### config.mk
export PLATFORM = sky130hd
export DESIGN_NAME = sysbus_cmd_decoder
export DESIGN_NICKNAME = d
export VERILOG_FILES = /design/src/rtl/sysbus_pkg.sv /design/src/rtl/sysbus_cmd_fifo.sv /design/src/rtl/sysbus_cmd_decoder.sv
export SDC_FILE = /design/constraint.sdc
export NUM_CORES = 1
export LEC_CHECK = 0
export ABC_AREA = 1
export BUFFER_PORTS_ARGS = -buffer_cell sky130_fd_sc_hd__buf_2
export CAP_MARGIN = 20
export CORE_ASPECT_RATIO = 1.5
export CORE_UTILIZATION = 54
export DETAILED_ROUTE_END_ITERATION = 8
export GPL_ROUTABILITY_DRIVEN = 0
export GPL_TIMING_DRIVEN = 0
export HOLD_SLACK_MARGIN = 0.12
export PLACE_DENSITY = 0.81
export RECOVER_POWER = 100
export SYNTH_ARGS = -nofsm -noshare
export SYNTH_HDL_FRONTEND = slang
export SYNTH_SLANG_ARGS = --single-unit
### constraint.sdc
create_clock -name clk -period 5.49 [get_ports clk]
set_clock_uncertainty 0.05 [all_clocks]
set_input_delay 0.549 -clock clk [delete_from_list [all_inputs] [get_ports clk]]
set_output_delay 0.549 -clock clk [all_outputs]
set_load 0.1 [all_outputs]
### src/rtl/sysbus_pkg.sv
// Shared types and constants for the system_bus command decoder.
// Holds the opcode encodings, the decoder FSM state type and the queued command record.
package sysbus_pkg;

    localparam logic [3:0] OP_NOP   = 4'h0;
    localparam logic [3:0] OP_READ  = 4'h2;
    localparam logic [3:0] OP_WRITE = 4'h3;

    typedef enum logic [1:0] {
        ST_IDLE,
        ST_WDATA_LO,
        ST_WDATA_HI
    } dec_state_e;

    typedef struct packed {
        logic        is_write;
        logic [27:0] addr;
        logic [63:0] wdata;
    } sysbus_cmd_t;

endpackage

### src/rtl/sysbus_cmd_fifo.sv
// Synchronous command FIFO with no fall-through and an exact occupancy count.
// When it is full, a push is accepted only if a pop happens in the same cycle.
// A push that is refused is reported on drop_o.
module sysbus_cmd_fifo
    import sysbus_pkg::*;
#(
    parameter int unsigned DEPTH = 4,
    localparam int unsigned PW   = (DEPTH > 1) ? $clog2(DEPTH) : 1,
    localparam int unsigned LW   = $clog2(DEPTH) + 1
) (
    input  logic          clk,
    input  logic          reset,
    input  logic          push_i,
    input  sysbus_cmd_t   push_data_i,
    input  logic          pop_i,
    output sysbus_cmd_t   head_o,
    output logic          full_o,
    output logic          empty_o,
    output logic [LW-1:0] level_o,
    output logic          push_ok_o,
    output logic          drop_o
);

    sysbus_cmd_t   mem_q [DEPTH];
    logic [PW-1:0] wr_ptr_q, wr_ptr_d;
    logic [PW-1:0] rd_ptr_q, rd_ptr_d;
    logic [LW-1:0] count_q, count_d;
    logic          do_push, do_pop;

    assign empty_o   = (count_q == '0);
    assign full_o    = (count_q == LW'(DEPTH));
    assign level_o   = count_q;
    assign head_o    = empty_o ? '0 : mem_q[rd_ptr_q];
    assign push_ok_o = do_push;
    assign drop_o    = push_i && !do_push;

    // Work out which transfers happen and the next pointer and count values.
    always_comb begin
        do_pop   = pop_i && !empty_o;
        do_push  = push_i && (!full_o || do_pop);
        wr_ptr_d = wr_ptr_q;
        rd_ptr_d = rd_ptr_q;
        count_d  = count_q;
        if (do_push) wr_ptr_d = wr_ptr_q + 1'b1;
        if (do_pop)  rd_ptr_d = rd_ptr_q + 1'b1;
        case ({do_push, do_pop})
            2'b10:   count_d = count_q + 1'b1;
            2'b01:   count_d = count_q - 1'b1;
            default: count_d = count_q;
        endcase
    end

    // Pointer and occupancy registers.
    always_ff @(posedge clk) begin
        if (reset) begin
            wr_ptr_q <= '0;
            rd_ptr_q <= '0;
            count_q  <= '0;
        end else begin
            wr_ptr_q <= wr_ptr_d;
            rd_ptr_q <= rd_ptr_d;
            count_q  <= count_d;
        end
    end

    // Storage. No reset is needed because the head output is forced to zero while the FIFO is empty.
    always_ff @(posedge clk) begin
        if (!reset && do_push) mem_q[wr_ptr_q] <= push_data_i;
    end

endmodule

### src/rtl/sysbus_cmd_decoder.sv
// Parses the system_bus beat stream into read and write commands for the DDR5 controller.
// A header is {opcode[3:0], addr[27:0]}. A write header is followed by a low data beat and then a high data beat.
// Each completed command spends one cycle in a staging register before it enters the FIFO.
// Optional macro SYSBUS_CMD_STATS_EN adds saturating counters of accepted writes and reads.
module sysbus_cmd_decoder
    import sysbus_pkg::*;
#(
    parameter int unsigned FIFO_DEPTH = 4,
    parameter int unsigned ADDR_W     = 28,
    parameter int unsigned DATA_W     = 64,
    localparam int unsigned LVL_W     = $clog2(FIFO_DEPTH) + 1
) (
    input  logic              clk,
    input  logic              reset,
    input  logic [31:0]       system_bus,
    output logic              cmd_valid,
    input  logic              cmd_ready,
    output logic              cmd_is_write,
    output logic [ADDR_W-1:0] cmd_addr,
    output logic [DATA_W-1:0] cmd_wdata,
    output logic [LVL_W-1:0]  fifo_level,
`ifdef SYSBUS_CMD_STATS_EN
    output logic [15:0]       wr_count,
    output logic [15:0]       rd_count,
`endif
    output logic              overflow_err,
    output logic              protocol_err
);

    dec_state_e  state_q, state_d;
    logic [27:0] addr_q, addr_d;
    logic [31:0] wlo_q, wlo_d;
    logic        stage_vld_q, stage_vld_d;
    sysbus_cmd_t stage_cmd_q, stage_cmd_d;
    logic        ovf_q, perr_q, perr_set;
    logic [3:0]  opcode;

    sysbus_cmd_t head;
    logic        fifo_empty, fifo_full, push_ok, drop;

    assign opcode = system_bus[31:28];

    // Decoder FSM: next state, latches and staged command.
    always_comb begin
        state_d     = state_q;
        addr_d      = addr_q;
        wlo_d       = wlo_q;
        stage_vld_d = 1'b0;
        stage_cmd_d = '0;
        perr_set    = 1'b0;
        case (state_q)
            ST_IDLE: begin
                case (opcode)
                    OP_NOP: ;
                    OP_WRITE: begin
                        addr_d  = system_bus[27:0];
                        state_d = ST_WDATA_LO;
                    end
                    OP_READ: begin
                        stage_vld_d          = 1'b1;
                        stage_cmd_d.is_write = 1'b0;
                        stage_cmd_d.addr     = system_bus[27:0];
                        stage_cmd_d.wdata    = '0;
                    end
                    default: perr_set = 1'b1;
                endcase
            end
            ST_WDATA_LO: begin
                wlo_d   = system_bus;
                state_d = ST_WDATA_HI;
            end
            ST_WDATA_HI: begin
                stage_vld_d          = 1'b1;
                stage_cmd_d.is_write = 1'b1;
                stage_cmd_d.addr     = addr_q;
                stage_cmd_d.wdata    = {system_bus, wlo_q};
                state_d              = ST_IDLE;
            end
            default: state_d = ST_IDLE;
        endcase
    end

    // FSM state, latches, staging register and sticky error flags.
    always_ff @(posedge clk) begin
        if (reset) begin
            state_q     <= ST_IDLE;
            addr_q      <= '0;
            wlo_q       <= '0;
            stage_vld_q <= 1'b0;
            stage_cmd_q <= '0;
            ovf_q       <= 1'b0;
            perr_q      <= 1'b0;
        end else begin
            state_q     <= state_d;
            addr_q      <= addr_d;
            wlo_q       <= wlo_d;
            stage_vld_q <= stage_vld_d;
            stage_cmd_q <= stage_cmd_d;
            if (drop)     ovf_q  <= 1'b1;
            if (perr_set) perr_q <= 1'b1;
        end
    end

    sysbus_cmd_fifo #(
        .DEPTH (FIFO_DEPTH)
    ) u_fifo (
        .clk         (clk),
        .reset       (reset),
        .push_i      (stage_vld_q),
        .push_data_i (stage_cmd_q),
        .pop_i       (cmd_ready),
        .head_o      (head),
        .full_o      (fifo_full),
        .empty_o     (fifo_empty),
        .level_o     (fifo_level),
        .push_ok_o   (push_ok),
        .drop_o      (drop)
    );

    assign cmd_valid    = !fifo_empty;
    assign cmd_is_write = head.is_write;
    assign cmd_addr     = ADDR_W'(head.addr);
    assign cmd_wdata    = DATA_W'(head.wdata);
    assign overflow_err = ovf_q;
    assign protocol_err = perr_q;

`ifdef SYSBUS_CMD_STATS_EN
    logic [15:0] wr_cnt_q, rd_cnt_q;

    // Saturating counts of commands that the FIFO accepted. Dropped commands are not counted.
    always_ff @(posedge clk) begin
        if (reset) begin
            wr_cnt_q <= '0;
            rd_cnt_q <= '0;
        end else if (push_ok) begin
            if (stage_cmd_q.is_write) begin
                if (wr_cnt_q != '1) wr_cnt_q <= wr_cnt_q + 1'b1;
            end else begin
                if (rd_cnt_q != '1) rd_cnt_q <= rd_cnt_q + 1'b1;
            end
        end
    end

    assign wr_count = wr_cnt_q;
    assign rd_count = rd_cnt_q;
`endif

endmodule

* Yosys cells after proc, flatten, opt, wreduce, memory -nomap -nowiden *
Memory sizes are Yosys's and may differ from the RTL's. A register that Yosys moved wholly into a read port is not among the register bits.
Index checks and enable logic that the tools add are counted.

operators by class
  add/subtract/negate cells = 4
  eq/ne operators = 8
  multiplexer cells = 14
  reduce and logical (&&, ||, !) cells = 15

operators by type and width
  operator               number
  $pmux W93 S2           1
  $mux W93               1
  $mux W92               1
  $eq A4 B2 Y1 const B   2
  $mux W2                3
  $pmux W3 S2            1
  $mux W1                5
  $add A2 B1 Y2 const B  2
  $eq A2 B1 Y1 const B   2
  $eq A2 B2 Y1 const B   2
  $logic_and A1 B1 Y1    4
  $logic_not A1 Y1       4
  $logic_not A4 Y1       1
  $pmux W2 S2            1
  $add A3 B1 Y3 const B  1
  $eq A3 B3 Y1 const B   1
  $logic_not A3 Y1       1
  $reduce_or A3 Y1       1
  $sub A3 B1 Y3 const B  1
  $logic_not A2 Y1       1
  $ne A2 B1 Y1 const B   1
  $pmux W1 S2            1
  $reduce_and A2 Y1      1
  $reduce_bool A2 Y1     1
  $logic_or A1 B1 Y1     1

storage, ports and cells
  bits in registers = 165
  memory bits (writable) = 372
  bits of input ports = 35
  output and inout bits = 99
  word-level logic and storage cells = 54
  memories kept = 1

memories
  memory        words  width  rd ports  clocked after memory_dff  write ports  line                   source
  u_fifo.mem_q  4      93     1         1                         1            sysbus_cmd_fifo.sv:24  sysbus_cmd_t mem_q [DEPTH];

* Logic depth before layout (Yosys ltp) *
Gate-level depths: netlist of run 1.

  word-level depth = 8
  gate-level depth with buffers = 11

* Hierarchy *
A second synthesis of run 1 with hierarchy kept.

unflattened totals
  cell total of the unflattened synthesis = 1807
  area total of the unflattened synthesis = 20129.3 µm²

modules (own cells, without submodules)
  module              times used  cells each  area an instance (µm²)  sequential area each (µm²)
  sysbus_cmd_fifo     1           1167        14889.3                 11350.9
  sysbus_cmd_decoder  1           640         5240.0                  3163.0

* Least setup slack after synthesis of run 1 *
Ideal clock, no wire load.

  path kind = register to register
  start point = register u_fifo.count_q[0], in the netlist u_fifo.level_o[0]
  end point = memory u_fifo.mem_q[0][0] in the netlist's numbering (enable)
  setup time = 0.545 ns
  arrival time = 5.370 ns
  setup slack = -0.476 ns
  cell stages (with the launch flop) = 5
  path buffers = 0
  cell sequence = dfxtp_1 -> nor2_2 -> a21oi_2 -> nand2_1 -> nor2_1

on the way
  word-level cells in the longest chain between the ends = 8
  elaborated cells on any way between the ends = 10

RTL lines
  what                               line                   source
  start, declared                    sysbus_cmd_fifo.sv:27  logic [LW-1:0] count_q, count_d;
  start signal, assigned             sysbus_cmd_fifo.sv:62  count_q <= count_d;
  $logic_not A3 Y1                   sysbus_cmd_fifo.sv:30  assign empty_o = (count_q == '0);
  $logic_not A1 Y1                   sysbus_cmd_fifo.sv:39  do_pop = pop_i && !empty_o;
  $logic_and A1 B1 Y1                sysbus_cmd_fifo.sv:39
  $logic_or A1 B1 Y1 (*)             sysbus_cmd_fifo.sv:40  do_push = push_i && (!full_o || do_pop);
  $logic_and A1 B1 Y1 (*)            sysbus_cmd_fifo.sv:40
  $logic_and A1 B1 Y1 (*)            sysbus_cmd_fifo.sv:68  if (!reset && do_push) mem_q[wr_ptr_q] <= push_data_i;
  $mux W1 (*)                        sysbus_cmd_fifo.sv:68
  $mux W1 (not written as such) (*)  sysbus_cmd_fifo.sv:68
  end, declared                      sysbus_cmd_fifo.sv:24

Mark *: on every way between the ends. The rest lies on a longest branch, timed or not.

* Final worst setup path of run 1 *
  start point = input port reset
  end point = memory u_fifo.mem_q[0][76] in the netlist's numbering (enable)

on the way
  word-level cells in the longest chain between the ends = 4

RTL lines
  what                           line                      source
  start, declared                sysbus_cmd_decoder.sv:14  input logic reset,
  $logic_not A1 Y1               sysbus_cmd_fifo.sv:68
  $logic_and A1 B1 Y1            sysbus_cmd_fifo.sv:68
  $mux W1                        sysbus_cmd_fifo.sv:68
  $mux W1 (not written as such)  sysbus_cmd_fifo.sv:68

Every way passes these cells.

==> results.md, run 1 <==
- Post-CTS setup buffers: 0
- Largest net degree at the start of global routing: 30
- Yosys cell types: 28
- Commonest non-fill, non-tap cell in the layout: nor2_1
- CTS tree: yes
- Share of the synthesized area in the top cell type: 0.561
- Failing checks: capacitance limit, slew limit
- Most frequent cells in the layout: nor2_1, edfxtp_1, o21ai_0, dfxtp_1, clkbuf_1
- Synth Instances: ~1700
- Final Max Slew Viols: around 190
- Critical path class: in2reg
- Max Cap Viol: 7
- Critical path arrival: approximately 4.4 ns
- Syn Std Cell Area: about 20000 sq um
- Setup crit start kind: input pin
- Final ANT Viol Nets: 0
- Number of DRC markers in iteration 0: between 1000 and 1500
- Fin crit period: roughly 4.2 ns
- Final setup fails: 0
- Slowest-stage cell, CP: clkbuf_1
- Synth area leaders: edfxtp_1, dfxtp_1, nor2_1
- Hold Buf Count CTS: 0
- Clock Tree Root: clkbuf_16
- Power per cell area: 523 nW/um^2
- CTS Sinks: about 540
- Clock slew at reported path FFs: around 0.07 ns
- Post-Syn Nets: 1786
- Vert. Die Dim: 237 um
- CP top delay family: buffers and inverters
- Fin util: 0.623
- CP peak stage delay: between 1 and 1.5 ns
- Critical path capture point type: flip-flop
- Die ar.: 37600 sq um
- Buffers & Inverters on Critical Path: 5
- CTS resizes: 0
- DIE WIDTH: roughly 160 um
- DP HPWL: 33000 um
- Final Hold Fails: 0
- Grt peak-use layer: met2
- Required time worst endpoint: around 5.7 ns
- Share of cells above drive strength 1: 0.0828
- Final net count: around 2000
- Worst Hold Class: in2reg
- RSZ-0062 raised after global routing: no
- CTS H-tree lvls: 2
- M2 GR Usage: 0.455
- Slew @ Worst Pin: around 2.4 ns
- Seq/Total Area, Yosys: 0.729
- Leak pwr: around 7.9 nW
- Synth warn: 0
- Global-route wire length before repair: around 74000 um
- Synth Register Bits: 539
- Worst VDD drop: 0.565 mV
- Dominant cell type by area after synthesis: edfxtp_1
- Max-Slew Margin vs Limit: -0.616
- Vias after detailed routing: 13800
- Synth-to-layout area growth: 12.8%
- Initial antenna violation count: 5
- F_max: 237 MHz
- Met3 usage: 0.0396
- Vias in the first global route: roughly 14000
- Met1 Usage GRT: 0.306
- Average cell area after synthesis: around 11 sq um
- Total CTS buffers: 43
- Mean routed wirelength per cell: approximately 20 um
- Worst Path Max Fanout: 29
- Drt first pass iters: 6
- Final cycle utilization of the critical path: 0.768
- Routed WL: ~49000 um
- Outcome: finished, violations left
- Core Area: 36100 sq um
- Clock latency on the worst-skew pair: roughly 0.56 ns
- DRC viols: 0
- Vias/cell: approximately 5.7
- GRT Residual Overflow: 0
- Max clock buf depth: 3
- Gr usage total: 0.260
- Boundary Pins: about 130
- Most used cell, CP: clkbuf_1
- CP Cell Sequence: clkbuf_1 -> inv_1 -> clkbuf_1 -> nand2_1 -> nor2_1 -> clkbuf_1 -> buf_12
- # rows: 85
- I/O Buffers: ~130
- Initial Util: 0.552
- Final total power: approximately 12 mW
worst min-delay path, stage by stage:
cell	delay [ns]
buf_2	0.14
nand2_1	0.07
nor2_1	0.03
path summary, 6_finish.rpt:
check                    startpoint                   to  slack, ns  cells after the start
hold reg to reg           wlo_q[25]      stage_cmd_q[25]       0.39                      2
setup reg to reg  u_fifo.level_o[1]  u_fifo.mem_q[0][76]       1.41                      6
setup / recovery              reset  u_fifo.mem_q[0][76]       1.27                      7
hold / removal       system_bus[10]      stage_cmd_q[42]       0.23                      3
cell usage after synthesis, drive strengths merged:
| library cell | instances |
|---|---|
| clkbuf | 31 |
| inv | 56 |
| ha | 4 |
| a21oi | 133 |
| nand3 | 4 |
| buf | 81 |
| fa | 1 |
| nand4 | 3 |
| a22oi | 28 |
| xor2 | 1 |
| edfxtp | 372 |
| o21a | 2 |
| o21ai | 250 |
| nand2 | 72 |
| and2 | 1 |
| nor2 | 540 |
| dfxtp | 167 |
metal layers:
metal,wire length [um],vias up
met2,24900,783
met1,17500,6568
met4,2620,6
met5,34,-
met3,4370,141
li1,-,6342
cell families after synthesis:
logic type / Yosys count / synth area share
and+or+nand+nor: 620 / 0.119
xor gates and xnor gates: 1 / 0.000440
AOI/OAI and AO/OA: 413 / 0.108
adders and majority gates: 5 / 0.00352
buffers and inverters: 168 / 0.0395
DFF: 539 / 0.729
flip-flops by register name, summed over array words and instances, names as in the netlist, named ones only:
register         count
u_fifo.mem_q       372
stage_cmd_q         93
wlo_q               32
addr_q              28
u_fifo.level_o       3
state_q              2
u_fifo.rd_ptr_q      2
u_fifo.wr_ptr_q      2
overflow_err         1
protocol_err         1
stage_vld_q          1
where the power goes:
group | switching [mW] | internal, mW | leakage (nW) | total (mW)
Combinational | 3.90 | 0.531 | 2.47 | 4.43
Clock | 1.35 | 1.60 | 0.642 | 2.96
Sequential | 0.0256 | 4.33 | 4.80 | 4.35
metrics by stage:
stage	area [sq um]	std cells	worst slack, ns	setup TNS, ns	hold slack [ns]
floorplan	19900	1746	-0.476	-177.04	0.365
global placement	21200	2357	-3.31	-1218.04	0.382
detailed placement	21400	2369	2.25	0	0.384
CTS	22800	2446	2.16	0	0.168
global route	22500	2448	1.16	0	0.231
finish	22500	2449	1.27	0	0.227
layout make-up:
type | instances | area [sq um]
Sequential cell | 539 | 14500
Inverter | 56 | 210
Fill cell | 2656 | 13600
Antenna cell | 3 | 7.51
Clock buffer | 58 | 1170
Multi-Input combinational cell | 1039 | 4570
Buffer | 112 | 524
Timing Repair Buffer | 145 | 701
Tap cell | 478 | 598
Clock inverter | 19 | 155
Note: power is estimated with default switching activity, not from simulation.
==> run 2: changes to the inputs <==
Settings changed: CORE_UTILIZATION 54 to 60, PLACE_DENSITY 0.81 to 0.85.
Clock period 5.49 ns to 4.3 ns, I/O delays scaled along.
==> results.md, run 2 (synthesized netlist as in run 1, its figures left out) <==
- Outcome: finished, violations left
- Failing checks: capacitance limit, slew limit
- Pint: roughly 8.5 mW
- Switching power: between 6 and 7 mW
- Fin crit period: roughly 3.7 ns
- Worst hold slack: ~0.14 ns
- Clock latency on the worst-skew pair: 0.57 ns
- Part of the power in the clock network: 0.258
- Vias in the first global route: between 10000 and 15000
- Vias after detailed routing: 14300
- Setup crit start kind: flip-flop
- CP Cell Sequence: nor2_2 -> nand2_2 -> inv_1 -> clkbuf_1 -> clkbuf_1 -> a21oi_1 -> clkbuf_2
- Fin util: 0.698
- Buffers & Inverters on Critical Path: 4
- CP peak stage delay: 0.82 ns
- Number of DRC markers in iteration 0: ~1600
- Initial Util: 0.610
- DP HPWL: approximately 33000 um
- CTS H-tree lvls: 2
- CTS resizes: 0
- I/O Buffers: between 100 and 150
- RSZ-0062 raised after global routing: no
- Worst Path Max Fanout: 10
- Final cycle utilization of the critical path: 0.871
- Most used cell, CP: clkbuf_1
- Reg power frac: 0.364
- Commonest non-fill, non-tap cell in the layout: nor2_1
- Critical path capture point type: primary output
- Leak pwr: 8.31 nW
- Pre-CTS setup slack: ~1.3 ns
- Required time worst endpoint: 3.82 ns
- Sw Share: 0.444
- Clock slew at reported path FFs: roughly 0.07 ns
- Max FFs per register: around 370
- CTS Sinks: between 500 and 600
- Mean routed wirelength per cell: about 21 um
- # rows: around 80
- Drt first pass iters: 6
- Max-Slew Margin vs Limit: -0.154
- Core Area: around 33000 sq um
- Vias/cell: 5.97
- Critical path class: reg2out
- Largest regs: u_fifo.mem_q: 372 flops, stage_cmd_q: 93 flops, wlo_q: 32 flops
- Synth-to-layout area growth: 14.4%
- Boundary Pins: approximately 130
- Share of cells above drive strength 1: 0.130
- Total CTS buffers: 43
- CTS tree: yes
- Power per cell area: 671 nW/um^2
- Setup TNS: 0 ns
- Slowest-stage cell, CP: clkbuf_1
- Worst VDD drop: around 0.6 mV
- PnR worst setup slack: about 0.55 ns
- Routed WL: 51100 um
- Clock Tree Root: clkbuf_16
- Worst Hold Class: in2reg
- DRC viols: 0
- Vert. Die Dim: approximately 230 um
- Global-route wire length before repair: about 76000 um
- DIE WIDTH: 151 um
- Final net count: slightly below 2000
- Final Hold Fails: 0
- Initial antenna violation count: 2
- Final ANT Viol Nets: 0
- Largest net degree at the start of global routing: 31
- F_max: ~270 MHz
- GRT Residual Overflow: 0
- Final setup fails: 0
- Critical path arrival: between 3 and 4 ns
- Most frequent cells in the layout: nor2_1, edfxtp_1, o21ai_0, dfxtp_1, a21oi_1
- Final Max Slew Viols: 22
- CP top delay family: buffers and inverters
- Max Cap Viol: 2
- Gr usage total: 0.305
- Slew @ Worst Pin: between 1.5 and 2 ns
- Largest register by flop count: u_fifo.mem_q
- Comb power frac: 0.378
- Max clock buf depth: 3
- Die ar.: between 30000 and 40000 sq um
## run 2: repair_timing
item | CTS | global route
hold endpoints to repair | 12 | 0
hold buffers | 12 | 0
setup buffers | 0 | 0
## run 2: layout make-up
cell class / instances / area, sq um
inverter: 56 / 210
sequential: 539 / 14500
clock inverter: 17 / 201
antenna: 1 / 2.50
buffer: 112 / 558
clock buffer: 63 / 1200
tap: 415 / 519
fill: 2107 / 9860
timing repair buffer: 157 / 957
multi-input combinational: 1039 / 4610
## run 2: final timing paths
check	startpoint	to	slack, ns	depth (start not counted)
worst max register to register	u_fifo.level_o[2]	u_fifo.mem_q[1][44]	1.33	6
worst max-delay path	u_fifo.level_o[0]	cmd_wdata[61]	0.55	7
worst min-delay path	system_bus[22]	stage_cmd_q[54]	0.14	3
worst min register to register	wlo_q[12]	stage_cmd_q[12]	0.40	2
## run 2: through the flow
stage / cells / power (mW) / instance area, sq um
4_1_cts: 2398 / 15.3 / 22900
6_report: 2399 / 15.3 / 22800
2_1_floorplan: 1746 / 10.3 / 19900
5_1_grt: 2399 / 15.7 / 22800
3_3_place_gp: 2294 / 11.4 / 21100
3_5_place_dp: 2306 / 11.4 / 21400
## run 2: metal layers
layer | track usage | wire, um | vias to the layer above
li1 | - | - | 6385
met1 | 0.375 | 17800 | 6800
met2 | 0.517 | 25500 | 953
met3 | 0.0433 | 5000 | 182
met4 | 0.167 | 2790 | 2
met5 | 0 | 13 | -
## run 2: power groups by stage
stage	clock network [mW]	logic (mW)	registers, mW
final	3.95	5.78	5.56
after global routing	4.14	5.97	5.56
after CTS	3.96	5.80	5.56
after detailed placement	0	5.76	5.67
after global placement	0	5.69	5.67
after floorplan	0	4.56	5.74
## run 2: worst min-delay path, cell delays in order
cell and delay, ns:
buf_2 0.14, nand2_1 0.07, nor2_1 0.05
==> run 3: changes to the inputs <==
==> constraint.sdc (replaced) <==
create_clock -name clk -period 4.3 [get_ports clk]
set_clock_uncertainty 0.05 [all_clocks]
set_input_delay 0.645 -clock clk [delete_from_list [all_inputs] [get_ports clk]]
set_output_delay 0.645 -clock clk [all_outputs]
set_load 0.1 [all_outputs]
==> results.md, run 3 (synthesized netlist as in run 1, its figures left out) <==
- Outcome: finished, violations left
- Failing checks: capacitance limit, slew limit
- Final setup fails: 0
- Initial antenna violation count: 3
- RSZ-0062 raised after global routing: no
- Die ar.: about 34000 sq um
- Max clock buf depth: 3
- WP depth: 7
- Vias/cell: a little under 6
- Worst Path Max Fanout: 10
- Number of DRC markers in iteration 0: between 1000 and 1500
- Commonest non-fill, non-tap cell in the layout: nor2_1
- Synth-to-layout area growth: 13.5%
- DIE WIDTH: roughly 150 um
- Grt peak-use layer: met2
- Worst VDD drop: 0.612 mV
- DP HPWL: approximately 33000 um
- Pint: 8.50 mW
- Final Hold Fails: 0
- Part of the power in the clock network: 0.259
- Buffers & Inverters on Critical Path: 4
- Max Cap Viol: 3
- M2 GR Usage: 0.511
- Clock latency on the worst-skew pair: 0.57 ns
- Reg power frac: 0.364
- DRC viols: 0
- Max-Slew Margin vs Limit: -0.507
- Drt first pass iters: 5
- Slowest-stage cell, CP: clkbuf_1
- Max FFs per register: 372
- Final net count: between 1500 and 2000
- Met3 usage: 0.0439
- Met1 Usage GRT: 0.372
- Core Area: roughly 33000 sq um
- Boundary Pins: roughly 130
- Critical path class: reg2out
- Switching power: approximately 6.8 mW
- CP Cell Sequence: nor2_1 -> nand2_1 -> inv_1 -> clkbuf_1 -> buf_2 -> a21oi_1 -> clkbuf_2
- Routed WL: between 50000 and 60000 um
- CP top delay family: buffers and inverters
- Worst reg2reg setup slack: 0.90 ns
- Final Max Slew Viols: 55
- Sw Share: 0.443
- Total CTS buffers: 43
- Clock Tree Root: clkbuf_16
- Power per cell area: slightly below 700 nW/um^2
- Min-Delay Path Depth: 3
- CTS resizes: 0
- Final ANT Viol Nets: 0
- Clock slew at reported path FFs: approximately 0.070 ns
- CTS tree: yes
- Setup crit start kind: flip-flop
- Largest register by flop count: u_fifo.mem_q
- GRT Residual Overflow: 0
- Post-CTS setup buffers: 0
- Fin crit period: roughly 3.8 ns
- Pre-CTS setup slack: 1.07 ns
- Mean routed wirelength per cell: around 21 um
- Worst hold slack: between 0.3 and 0.4 ns
- CP Launch Point: u_fifo.level_o[0]
- PnR worst setup slack: between 0.4 and 0.5 ns
- Vias after detailed routing: about 14000
- Critical path arrival: 3.13 ns
- F_max: ~260 MHz
- Share of cells above drive strength 1: 0.121
- CTS H-tree lvls: 2
- Global-route wire length before repair: 75700 um
- Final total power: between 15 and 20 mW
- Final cycle utilization of the critical path: 0.890
- R2R Path Start: u_fifo.level_o[1]
- Largest net degree at the start of global routing: 31
- Most frequent cells in the layout: nor2_1, edfxtp_1, dfxtp_1, o21ai_0, a21oi_1
- CP peak stage delay: ~0.8 ns
- Comb power frac: 0.377
- Critical path capture point type: primary output
- Largest regs: u_fifo.mem_q: 372 flops, stage_cmd_q: 93 flops, wlo_q: 32 flops
- I/O Buffers: approximately 130
- Required time worst endpoint: 3.61 ns
- Vert. Die Dim: between 200 and 250 um
- Critical R2R Capture: u_fifo.mem_q[1][48]
- # rows: approximately 80
- Vias in the first global route: roughly 14000
- R2R cell count: 5
- Crit path capture: cmd_addr[21]
- Slew @ Worst Pin: 2.25 ns
- Gr usage total: 0.302
- Hold Buf Count CTS: 0
- Initial Util: 0.610
- Worst Hold Class: in2reg
- Leak pwr: roughly 8.2 nW
- CTS Sinks: 539
-- run 3: changes by cell type in the layout (fill, tap and decap cells not counted), moves of 4 or more --
cell | before | now
buf_2 | 109 | 123
clkbuf_1 | 88 | 94
clkbuf_2 | 46 | 29
dlygate4sd3_1 | 12 | 0
nor2_1 | 534 | 538
o21ai_0 | 184 | 163
o21ai_1 | 66 | 87
-- run 3: power by group through the flow --
stage / Clock, mW / Combinational (mW) / Sequential [mW]
after floorplan: 0 / 4.56 / 5.74
after global placement: 0 / 5.69 / 5.67
after detailed placement: 0 / 5.76 / 5.67
after CTS: 3.96 / 5.79 / 5.56
after global routing: 4.14 / 5.96 / 5.56
final: 3.95 / 5.76 / 5.56
-- run 3: layout make-up --
| type | instances | area [sq um] |
|---|---|---|
| flip-flops and latches | 539 | 14500 |
| fillers | 2135 | 10000 |
| multi-input cells | 1039 | 4570 |
| clock buffers | 63 | 1200 |
| repair buffers | 145 | 831 |
| plain buffers | 112 | 533 |
| well taps | 415 | 519 |
| inverters | 56 | 210 |
| clock inverters | 17 | 201 |
| diodes | 3 | 7.51 |
-- run 3: how the worst min path moves through the flow --
stage                             start         endpoint
final                     system_bus[8]  stage_cmd_q[40]
after global routing      system_bus[8]  stage_cmd_q[40]
after CTS                         reset  stage_cmd_q[92]
after detailed placement       wlo_q[1]   stage_cmd_q[1]
after global placement         wlo_q[0]   stage_cmd_q[0]
after floorplan                wlo_q[0]   stage_cmd_q[0]
-- run 3: tightest hold or removal path, stage by stage --
cell and delay (ns):
buf_2 0.14, nand2_1 0.07, nor2_1 0.04
-- run 3: per-layer routing --
metal,up-vias,part of all wire
met5,-,0.00045
met4,4,0.059
met3,189,0.099
met2,956,0.49
met1,6757,0.35
li1,6355,-
-- run 3: stage by stage --
step	setup TNS (ns)	utilization	instances	area, sq um
after global placement	-718.96	0.646	2294	21100
final	0	0.692	2389	22600
after global routing	0	0.692	2387	22600
after CTS	0	0.698	2386	22800
after floorplan	-54.91	-	1746	19900
after detailed placement	0	0.655	2306	21400
